`config.mk`:
```
export PLATFORM = sky130hd
export DESIGN_NAME = johnson_sequence_monitor
export DESIGN_NICKNAME = d
export VERILOG_FILES = /design/src/rtl/johnson_pkg.sv /design/src/rtl/johnson_code_decode.sv /design/src/rtl/johnson_sequence_monitor.sv
export SDC_FILE = /design/constraint.sdc
export NUM_CORES = 1
export LEC_CHECK = 0
export ABC_AREA = 1
export CAP_MARGIN = 5
export CORE_MARGIN = 2
export CORE_UTILIZATION = 45
export CTS_CLUSTER_DIAMETER = 40
export CTS_CLUSTER_SIZE = 28
export DETAILED_ROUTE_END_ITERATION = 10
export PLACE_DENSITY = 0.76
export SETUP_SLACK_MARGIN = 0.02
export SLEW_MARGIN = 20
export SYNTH_ARGS = -nofsm -noshare
export SYNTH_HDL_FRONTEND = slang
export SYNTH_SLANG_ARGS = --single-unit
export TNS_END_PERCENT = 30
```
`constraint.sdc`:
```
create_clock -name clk -period 2.44 [get_ports clk]
set_input_delay 0.61 -clock clk [delete_from_list [all_inputs] [get_ports clk]]
set_output_delay 0.61 -clock clk [all_outputs]
set_load 0.05 [all_outputs]
```
`src/rtl/johnson_pkg.sv`:
```
// Shared types and constants for Johnson counter consumers.
package johnson_pkg;

    // Default number of Johnson stages; the ring has twice this many codes.
    localparam int JC_WIDTH  = 4;
    localparam int PHASES    = 2 * JC_WIDTH;
    localparam int IDX_W     = $clog2(PHASES);

    // Advance counter width; large enough for lock thresholds up to 15.
    localparam int ADV_CNT_W = 4;

    typedef enum logic [1:0] {
        UNLOCKED = 2'd0,
        TRACKING = 2'd1,
        LOCKED   = 2'd2
    } state_e;

    typedef enum logic [1:0] {
        HOLD = 2'd0,
        ADV  = 2'd1,
        JUMP = 2'd2,
        BAD  = 2'd3
    } trans_e;

    // Number of legal codes on a Johnson ring of the given stage count.
    function automatic int phase_count(input int width);
        return 2 * width;
    endfunction

endpackage

```
`src/rtl/johnson_code_decode.sv`:
```
// Combinational Johnson code decoder: code -> legal flag and phase index.
// Phase k < WIDTH has the k top bits set; phase k >= WIDTH has the low
// 2*WIDTH-k bits set. Any other pattern is illegal.
module johnson_code_decode
    import johnson_pkg::*;
#(
    parameter int WIDTH = JC_WIDTH,
    parameter int IDX_W = $clog2(2 * WIDTH)
) (
    input  logic [WIDTH-1:0] jc_in,
    output logic             legal,
    output logic [IDX_W-1:0] idx
);

    localparam int NPH = 2 * WIDTH;

    logic [WIDTH-1:0] pat;

    // Compare the input against every legal ring pattern.
    always_comb begin
        legal = 1'b0;
        idx   = '0;
        pat   = '0;
        for (int k = 0; k < NPH; k++) begin
            if (k < WIDTH) begin
                pat = ~({WIDTH{1'b1}} >> k);
            end else begin
                pat = {WIDTH{1'b1}} >> (k - WIDTH);
            end
            if (!legal && (jc_in == pat)) begin
                legal = 1'b1;
                idx   = IDX_W'(k);
            end
        end
    end

endmodule

```
`src/rtl/johnson_sequence_monitor.sv`:
```
// Johnson sequence monitor: decodes the counter code, checks the sequence,
// locks onto a legal advancing ring, counts revolutions and flags errors.
//
// state    | meaning
// UNLOCKED | no trusted reference; first legal code starts tracking
// TRACKING | counting consecutive +1 advances toward lock
// LOCKED   | ring confirmed; jumps or bad codes raise seq_err
module johnson_sequence_monitor
    import johnson_pkg::*;
#(
    parameter int WIDTH      = JC_WIDTH,
    parameter int CNT_W      = 8,
    parameter int LOCK_COUNT = 2
) (
    input  logic                          clk,
    input  logic                          rst,
    input  logic                          en,
    input  logic [WIDTH-1:0]              jc_in,
    input  logic                          err_clr,
    output logic [2*WIDTH-1:0]            phase_onehot,
    output logic [$clog2(2*WIDTH)-1:0]    phase_idx,
    output logic                          code_valid,
    output logic                          locked,
    output logic                          seq_err,
    output logic [CNT_W-1:0]              rev_count,
    output logic                          rev_wrap
);

    localparam int NPH = phase_count(WIDTH);
    localparam int IW  = $clog2(NPH);

    localparam logic [IW-1:0]        LAST_IDX = IW'(NPH - 1);
    localparam logic [ADV_CNT_W-1:0] LOCK_TGT = ADV_CNT_W'(LOCK_COUNT);
    localparam logic [NPH-1:0]       ONE_HOT0 = NPH'(1);

    logic                 dec_legal;
    logic [IW-1:0]        dec_idx;

    state_e               state_q,   state_d;
    logic [ADV_CNT_W-1:0] adv_cnt_q, adv_cnt_d;
    logic [IW-1:0]        idx_q,     idx_d;
    logic [NPH-1:0]       onehot_q,  onehot_d;
    logic                 valid_q,   valid_d;
    logic                 locked_q,  locked_d;
    logic                 err_q,     err_d;
    logic [CNT_W-1:0]     rev_q,     rev_d;
    logic                 wrap_q,    wrap_d;

    trans_e               tcls;
    logic [IW-1:0]        adv_idx;
    logic [ADV_CNT_W-1:0] adv_inc;
    logic                 err_set;

    johnson_code_decode #(
        .WIDTH (WIDTH),
        .IDX_W (IW)
    ) u_decode (
        .jc_in (jc_in),
        .legal (dec_legal),
        .idx   (dec_idx)
    );

    // Classify the sample against the previous legal index (idx_q).
    always_comb begin
        adv_idx = (idx_q == LAST_IDX) ? '0 : idx_q + IW'(1);
        tcls    = JUMP;
        if (!dec_legal) begin
            tcls = BAD;
        end else if (dec_idx == idx_q) begin
            tcls = HOLD;
        end else if (dec_idx == adv_idx) begin
            tcls = ADV;
        end
    end

    // Next-state for the sequencing FSM, counters and output registers.
    always_comb begin
        state_d   = state_q;
        adv_cnt_d = adv_cnt_q;
        idx_d     = idx_q;
        onehot_d  = onehot_q;
        valid_d   = valid_q;
        rev_d     = rev_q;
        wrap_d    = 1'b0;
        err_set   = 1'b0;
        adv_inc   = adv_cnt_q + ADV_CNT_W'(1);

        if (en) begin
            if (tcls == BAD) begin
                onehot_d = '0;
                valid_d  = 1'b0;
            end else begin
                idx_d    = dec_idx;
                onehot_d = ONE_HOT0 << dec_idx;
                valid_d  = 1'b1;
            end

            unique case (state_q)
                UNLOCKED: begin
                    if (tcls != BAD) begin
                        state_d   = TRACKING;
                        adv_cnt_d = '0;
                    end
                end
                TRACKING: begin
                    case (tcls)
                        ADV: begin
                            adv_cnt_d = adv_inc;
                            if (adv_inc == LOCK_TGT) begin
                                state_d = LOCKED;
                            end
                        end
                        JUMP:    adv_cnt_d = '0;
                        BAD:     state_d   = UNLOCKED;
                        default: ;
                    endcase
                end
                LOCKED: begin
                    case (tcls)
                        ADV: begin
                            // Only the 7->0 style step completes a revolution.
                            if (idx_q == LAST_IDX) begin
                                rev_d  = rev_q + CNT_W'(1);
                                wrap_d = &rev_q;
                            end
                        end
                        JUMP, BAD: begin
                            state_d = UNLOCKED;
                            err_set = 1'b1;
                        end
                        default: ;
                    endcase
                end
                default: state_d = UNLOCKED;
            endcase
        end

        // A new error beats a simultaneous clear; clear works regardless of en.
        err_d    = err_set | (err_q & ~err_clr);
        locked_d = (state_d == LOCKED);
    end

    // State and registered outputs, asynchronously reset.
    always_ff @(posedge clk or posedge rst) begin
        if (rst) begin
            state_q   <= UNLOCKED;
            adv_cnt_q <= '0;
            idx_q     <= '0;
            onehot_q  <= '0;
            valid_q   <= 1'b0;
            locked_q  <= 1'b0;
            err_q     <= 1'b0;
            rev_q     <= '0;
            wrap_q    <= 1'b0;
        end else begin
            state_q   <= state_d;
            adv_cnt_q <= adv_cnt_d;
            idx_q     <= idx_d;
            onehot_q  <= onehot_d;
            valid_q   <= valid_d;
            locked_q  <= locked_d;
            err_q     <= err_d;
            rev_q     <= rev_d;
            wrap_q    <= wrap_d;
        end
    end

    assign phase_onehot = onehot_q;
    assign phase_idx    = idx_q;
    assign code_valid   = valid_q;
    assign locked       = locked_q;
    assign seq_err      = err_q;
    assign rev_count    = rev_q;
    assign rev_wrap     = wrap_q;

endmodule
```
==> results of run 1 <==
how the worst min path moves through the flow:
stage	startpoint	end	slack, ns	cells after the start
global route	phase_onehot[6]$_DFFE_PP0P_	phase_onehot[6]$_DFFE_PP0P_	0.51	2
CTS	code_valid$_DFFE_PP0P_	code_valid$_DFFE_PP0P_	0.49	2
finish	phase_onehot[3]$_DFFE_PP0P_	phase_onehot[3]$_DFFE_PP0P_	0.48	2
detailed placement	code_valid$_DFFE_PP0P_	code_valid$_DFFE_PP0P_	0.47	2
floorplan	adv_cnt_q[3]$_DFFE_PP0P_	adv_cnt_q[3]$_DFFE_PP0P_	0.47	2
global placement	code_valid$_DFFE_PP0P_	code_valid$_DFFE_PP0P_	0.47	2
cell usage in the layout (no fill, tap or decap), types with 2 or more instances in the layout:
cell and n:
nand2_1 50, dfrtp_1 29, clkdlybuf4s50_1 26, inv_1 24, buf_4 17, nor2_1 16, nand3_1 14, o21ai_0 9
nand4_1 8, nand2_2 7, xor2_1 7, clkbuf_8 6, nor2_2 5, ha_1 5, o31ai_1 4, xnor2_1 4
nor2_4 4, o21ai_1 4, dlymetal6s2s_1 4, inv_2 3, a21oi_1 2
power by group through the flow:
| stage | combinational (mW) | sequential (mW) | clock (mW) |
|---|---|---|---|
| after floorplan | 0.170 | 0.590 | 0 |
| after global placement | 0.321 | 0.542 | 0 |
| after detailed placement | 0.323 | 0.542 | 0 |
| after CTS | 0.327 | 0.534 | 0.403 |
| after global routing | 0.368 | 0.537 | 0.436 |
| final | 0.330 | 0.534 | 0.389 |
area by class of cell:
type | instances | area share [%]
multi-input combinational | 146 | 37.4
sequential | 29 | 32.2
timing repair buffer | 47 | 19.4
inverter | 27 | 4.49
clock buffer | 7 | 3.83
tap | 48 | 2.66
flip-flops by register name (all words and copies together) (netlist names):
register	count
phase_onehot	8
phase_idx	3
adv_cnt_q	4
seq_err	1
rev_wrap	1
code_valid	1
state_q	2
locked	1
rev_count	8
layer usage:
layer / vias up / track usage (%) / share of wire (%)
li1: 759 / - / -
met1: 696 / 24.9 / 48
met2: 34 / 27.2 / 46
met3: 2 / 4.69 / 3.9
met4: 0 / 8.07 / 1.2
met5: - / 0 / 0
per-stage QoR:
step           TNS [ns]  util, %
2_1_floorplan         0        -
3_3_place_gp      -2.18     58.8
3_5_place_dp      -2.48     58.8
4_1_cts               0     61.2
5_1_grt               0     62.1
6_report              0     62.1
what timing repair did:
item / in CTS / in global routing
gates resized for setup: 0 / 8
buffers inserted: 0 / 0
endpoints found under the setup margin: 0 / 15
logic make-up after synthesis:
logic type	Yosys count	synth area share, %
AOI/OAI and AO/OA	19	6.26
xor gates and xnor gates	11	5.74
adders and majority gates	5	3.73
buffers and inverters	31	7.82
DFF	29	43.2
muxes	1	0.894
and+or+nand+nor	110	32.3
==> impl_metrics.ini, run 1 <==
[run_status]
status = complete, no violations

[worst_setup_path]
cp_slowest_cell = clkdlybuf4s50_1
critPathTopFamily = buffers and inverters
crit_chain = clkdlybuf4s50_1
cp.depth = 1
slowest_delay_ns = 0.84
critPathArrivalTime_ns = 1.56
crit_required_ns = 1.83
crit_start = rev_count[4]$_DFFE_PP0P_
cp-end-kind = output port
reg2reg_to = rev_count[5]$_DFFE_PP0P_
worstSetupStartpointType = flop
critical_path.endpoint = rev_count[4]
reg2reg_from = phase_idx[0]$_DFFE_PP0P_
crit_fanout = 6
crit_type = flop to output port
r2r_setup_slack_ns = 0.29
critPathBufInv = 1
ff2ff_path_depth = 12

[grt]
grt_max_degree = 30
grt_pass1_vias = 1336
antenna_found_initial = 0
grtUsageTotal_pct = 18.2
overflow = 0
grt_first_pass_wirelength_um = 5930

[clock_network]
root_buffer = clkbuf_8
htreeDepth = 2
clock_latency_ns = 0.28
cts_made_buffers = 5
cts.sinks = 29
cts_tree = yes
clk_transition_reported_paths_ns = 0.06
cts_buffer_depth = 2
holdBufCountCts = 0

[power_and_ir_drop]
power_frac_comb_pct = 26.3
switchingPower_uw = 398
leakagePower_nw = 1.16
p_clk_share_pct = 31.1
seq_power_share_pct = 42.6
ir_worst_vdd_uv = 428
intPower_uw = 855
switching_share_pct = 31.8
power_mw = 1.25
p_per_area_nw_per_um2 = 555

[route]
antenna_left = 0
routed_wirelength_um = 3340
wire_per_inst_um = 11.0
viasPerCell = 4.90
firstDrtPassIters = 4
drtIter0Drc = 84
drc = 0
vias = 1491

[layout]
fin_cells = 304
final_nets = 269
syn2layout_area_growth_pct = 34.4
final_cell_area_um2 = 2260
nFillCells = 326
seqCellArea_um2 = 726
multi_input_area_um2 = 845
layout-drive-gt1-share_pct = 18.8
num_antenna_cells = 0

[sta]
skew_ns = 0.0112
layout_worst_path_cycle_share_pct = 89.0
slew_headroom_pct = 66.5
min_period_ns = 2.17
fin_ws_ns = 0.268
finalHoldViolCount = 0
rsz0062_at_grt = no
holdWs_ns = 0.480
max_freq_mhz = 460
finalSetupViolCount = 0
tightest_slew_ns = 0.501
slew_viol_final = 0

[yosys]
syn_area_per_cell_um2 = 8.15
yosysSeqAreaShare_pct = 43.2
synthMostInstantiatedCell = nand2_1
ys_warn_count = 0
synth-edff-count = 0
yosys-top-cells-area = dfrtp_1, nand2_1, inv_1
netlist-cell-type-count = 26
synth_common_cells = nand2_1, dfrtp_1, inv_1, nor2_1, nand3_1
netlist.area_leader.share_pct = 43.2
syn-cell-area_um2 = 1680
syn_inst = 206
yosysTopAreaCell = dfrtp_1
ys.flop_type = dfrtp_1
synth_fp_nets = 219
ys_ff_latch = 29
synthArstFlopShare_pct = 100

[floorplanning]
die_area_um2 = 4240
core_area_um2 = 3630
die_h_um = 65.1
initial_core_util_pct = 46.2
rows = 22
ios = 31
die_w_um = 65.1

[placed_design]
port_buffers = 30
gp_congestion = 0.878
placed_area_um2 = 2140
dp.cells = 297
dp_slack_ns = -0.207
dp_hpwl_um = 2530

[hold_path]
min_path_type = flop to flop

[flow_run]
maxCapViolCount = 0
(Power assumes the default switching activity.)
==> run 2, diff against run 1 <==
- PLACE_DENSITY: 0.76 -> not set
- PLACE_DENSITY_LB_ADDON: not set -> 0.2
- SYNTH_HIERARCHICAL: not set -> 1
==> run 2 against run 1 <==
Effect of this change: register-to-register slack better by 0.11 ns; die area is 2.2% lower; setup slack worse by 0.054 ns; via count is 1.2% lower; core utilization is 0.66 points higher; combinational power is 11% higher; sequential share of layout area is 1.7 points higher; sequential power is 2% higher; global-route usage is 0.70 points higher; wire length is 4.5% higher; power is 5.5% lower; clock skew is 0.0021 ns lower; critical path type unchanged; critical endpoint is now phase_idx[0]; largest cell class unchanged; highest routed layer unchanged.
==> impl_metrics.ini, run 2 <==
[floorplanning]
rows = 21
die_h_um = 64.4
ios = 31
core_area_um2 = 3420
die_w_um = 64.4
initial_core_util_pct = 48.0
die_area_um2 = 4140

[grt]
antenna_found_initial = 0
grt_pass1_vias = 1417
grtUsageTotal_pct = 18.9
grt_max_degree = 30
grt-busiest-layer = met2
grt_first_pass_wirelength_um = 6100
met1_usage_pct = 24.3
overflow = 0
grt_use_met3_pct = 5.99
grt_use_met2_pct = 29.8

[sta]
finalHoldViolCount = 0
min_period_ns = 2.23
tightest_slew_ns = 0.504
rsz0062_at_grt = no
max_freq_mhz = 449
finalSetupViolCount = 0
skew_ns = 0.00912
slew_viol_final = 0
slew_headroom_pct = 66.3
layout_worst_path_cycle_share_pct = 91.3
tns_ns = 0

[layout]
syn2layout_area_growth_pct = 30.8
utilization_pct = 62.7
num_antenna_cells = 0
final_common_cell = nand2_1
nFillCells = 295
final_cell_mix = nand2_1, clkdlybuf4s50_1, dfrtp_1
final_nets = 265
fin_cells = 299
layout-drive-gt1-share_pct = 14.6

[flow_run]
maxCapViolCount = 0

[yosys]
syn_inst = 202
ys_warn_count = 6
ys.flop_type = dfrtp_1
syn-cell-area_um2 = 1640
netlist-cell-type-count = 25
synth_fp_nets = 215
ys_ff_latch = 29
synth-edff-count = 0
yosysSeqAreaShare_pct = 44.3
synthMostInstantiatedCell = nand2_1
synthArstFlopShare_pct = 100
yosysTopAreaCell = dfrtp_1
synth_common_cells = nand2_1, dfrtp_1, inv_1, nand3_1, o21ai_0
syn_area_per_cell_um2 = 8.11
yosys-top-cells-area = dfrtp_1, nand2_1, inv_1
netlist.area_leader.share_pct = 44.3

[power_and_ir_drop]
power_frac_comb_pct = 30.9
p_per_area_nw_per_um2 = 552
switchingPower_uw = 419
intPower_uw = 765
p_clk_share_pct = 23.0
switching_share_pct = 35.4
power_mw = 1.18
seq_power_share_pct = 46.1
ir_worst_vdd_uv = 288
leakagePower_nw = 1.10

[clock_network]
post_cts_resized = 0
holdBufCountCts = 0
htreeDepth = 2
postCtsSetupBuffers = 0
cts_made_buffers = 5
cts_tree = yes
cts.sinks = 29
root_buffer = clkbuf_4
cts_buffer_depth = 2
clock_latency_ns = 0.33
clk_transition_reported_paths_ns = 0.09

[worst_setup_path]
reg2reg_to = rev_count[0]$_DFFE_PP0P_
crit_start = phase_idx[0]$_DFFE_PP0P_
crit_required_ns = 1.83
crit_fanout = 5
worstSetupStartpointType = flop
critPathTopFamily = buffers and inverters
ff2ff_path_depth = 9
cp-end-kind = output port
reg2reg_from = phase_idx[0]$_DFFE_PP0P_
critPathBufInv = 1
r2r_setup_slack_ns = 0.40
critical_path.endpoint = phase_idx[0]
crit_chain = clkdlybuf4s50_1
cp.depth = 1
slowest_delay_ns = 0.83
critPathArrivalTime_ns = 1.62
cp_slowest_cell = clkdlybuf4s50_1
crit_type = flop to output port

[route]
routed_wirelength_um = 3500
drtIter0Drc = 75
drc = 0
firstDrtPassIters = 4
wire_per_inst_um = 11.7
vias = 1473
viasPerCell = 4.93
antenna_left = 0

[hold_path]
hold_start = code_valid$_DFFE_PP0P_
min_path_type = flop to flop

[placed_design]
port_buffers = 30
gp_congestion = 0.870
dp.cells = 291
dp_hpwl_um = 2610

[run_status]
status = complete, no violations
## run 2: area by class of cell
type	count	area [um2]	share of cell area (%)
Multi-Input combinational cell	145	805	37.5
Sequential cell	29	726	33.9
Timing Repair Buffer	44	405	18.9
Inverter	27	101	4.73
Tap cell	46	57.6	2.69
Clock buffer	8	48.8	2.28
## run 2: metal layers
metal / vias up / share of wire [%]
li1: 739 / -
met1: 684 / 47
met2: 38 / 46
met3: 12 / 5.0
met4: 0 / 2.0
met5: - / 0
## run 2: worst min-delay path by stage
stage,cells past startpoint,end
after floorplan,2,adv_cnt_q[3]$_DFFE_PP0P_
after global placement,2,phase_onehot[5]$_DFFE_PP0P_
after detailed placement,2,code_valid$_DFFE_PP0P_
after CTS,2,code_valid$_DFFE_PP0P_
after global routing,2,phase_onehot[2]$_DFFE_PP0P_
final,2,code_valid$_DFFE_PP0P_
## run 2: power by group through the flow
| stage | registers, mW | clock network (mW) | logic [mW] |
|---|---|---|---|
| 2_1_floorplan | 0.606 | 0 | 0.196 |
| 3_3_place_gp | 0.554 | 0 | 0.362 |
| 6_report | 0.546 | 0.272 | 0.366 |
| 3_5_place_dp | 0.556 | 0 | 0.364 |
| 4_1_cts | 0.547 | 0.283 | 0.366 |
| 5_1_grt | 0.551 | 0.311 | 0.400 |
## run 2: cells by family after synthesis
kind of cell               share of synthesized area, %
and+or+nand+nor                                    31.5
DFF                                                44.3
buffers and inverters                              6.64
AOI/OAI and AO/OA                                  5.42
xor gates and xnor gates                           8.40
adders and majority gates                          3.82
## run 2: metrics by stage
step,setup WS [ns],hold WS (ns),instance area (um2)
after floorplan,0.293,0.471,1640
after global placement,-0.0488,0.477,2090
after detailed placement,-0.0813,0.483,2090
after CTS,0.189,0.504,2140
after global routing,0.0825,0.527,2140
final,0.213,0.503,2140
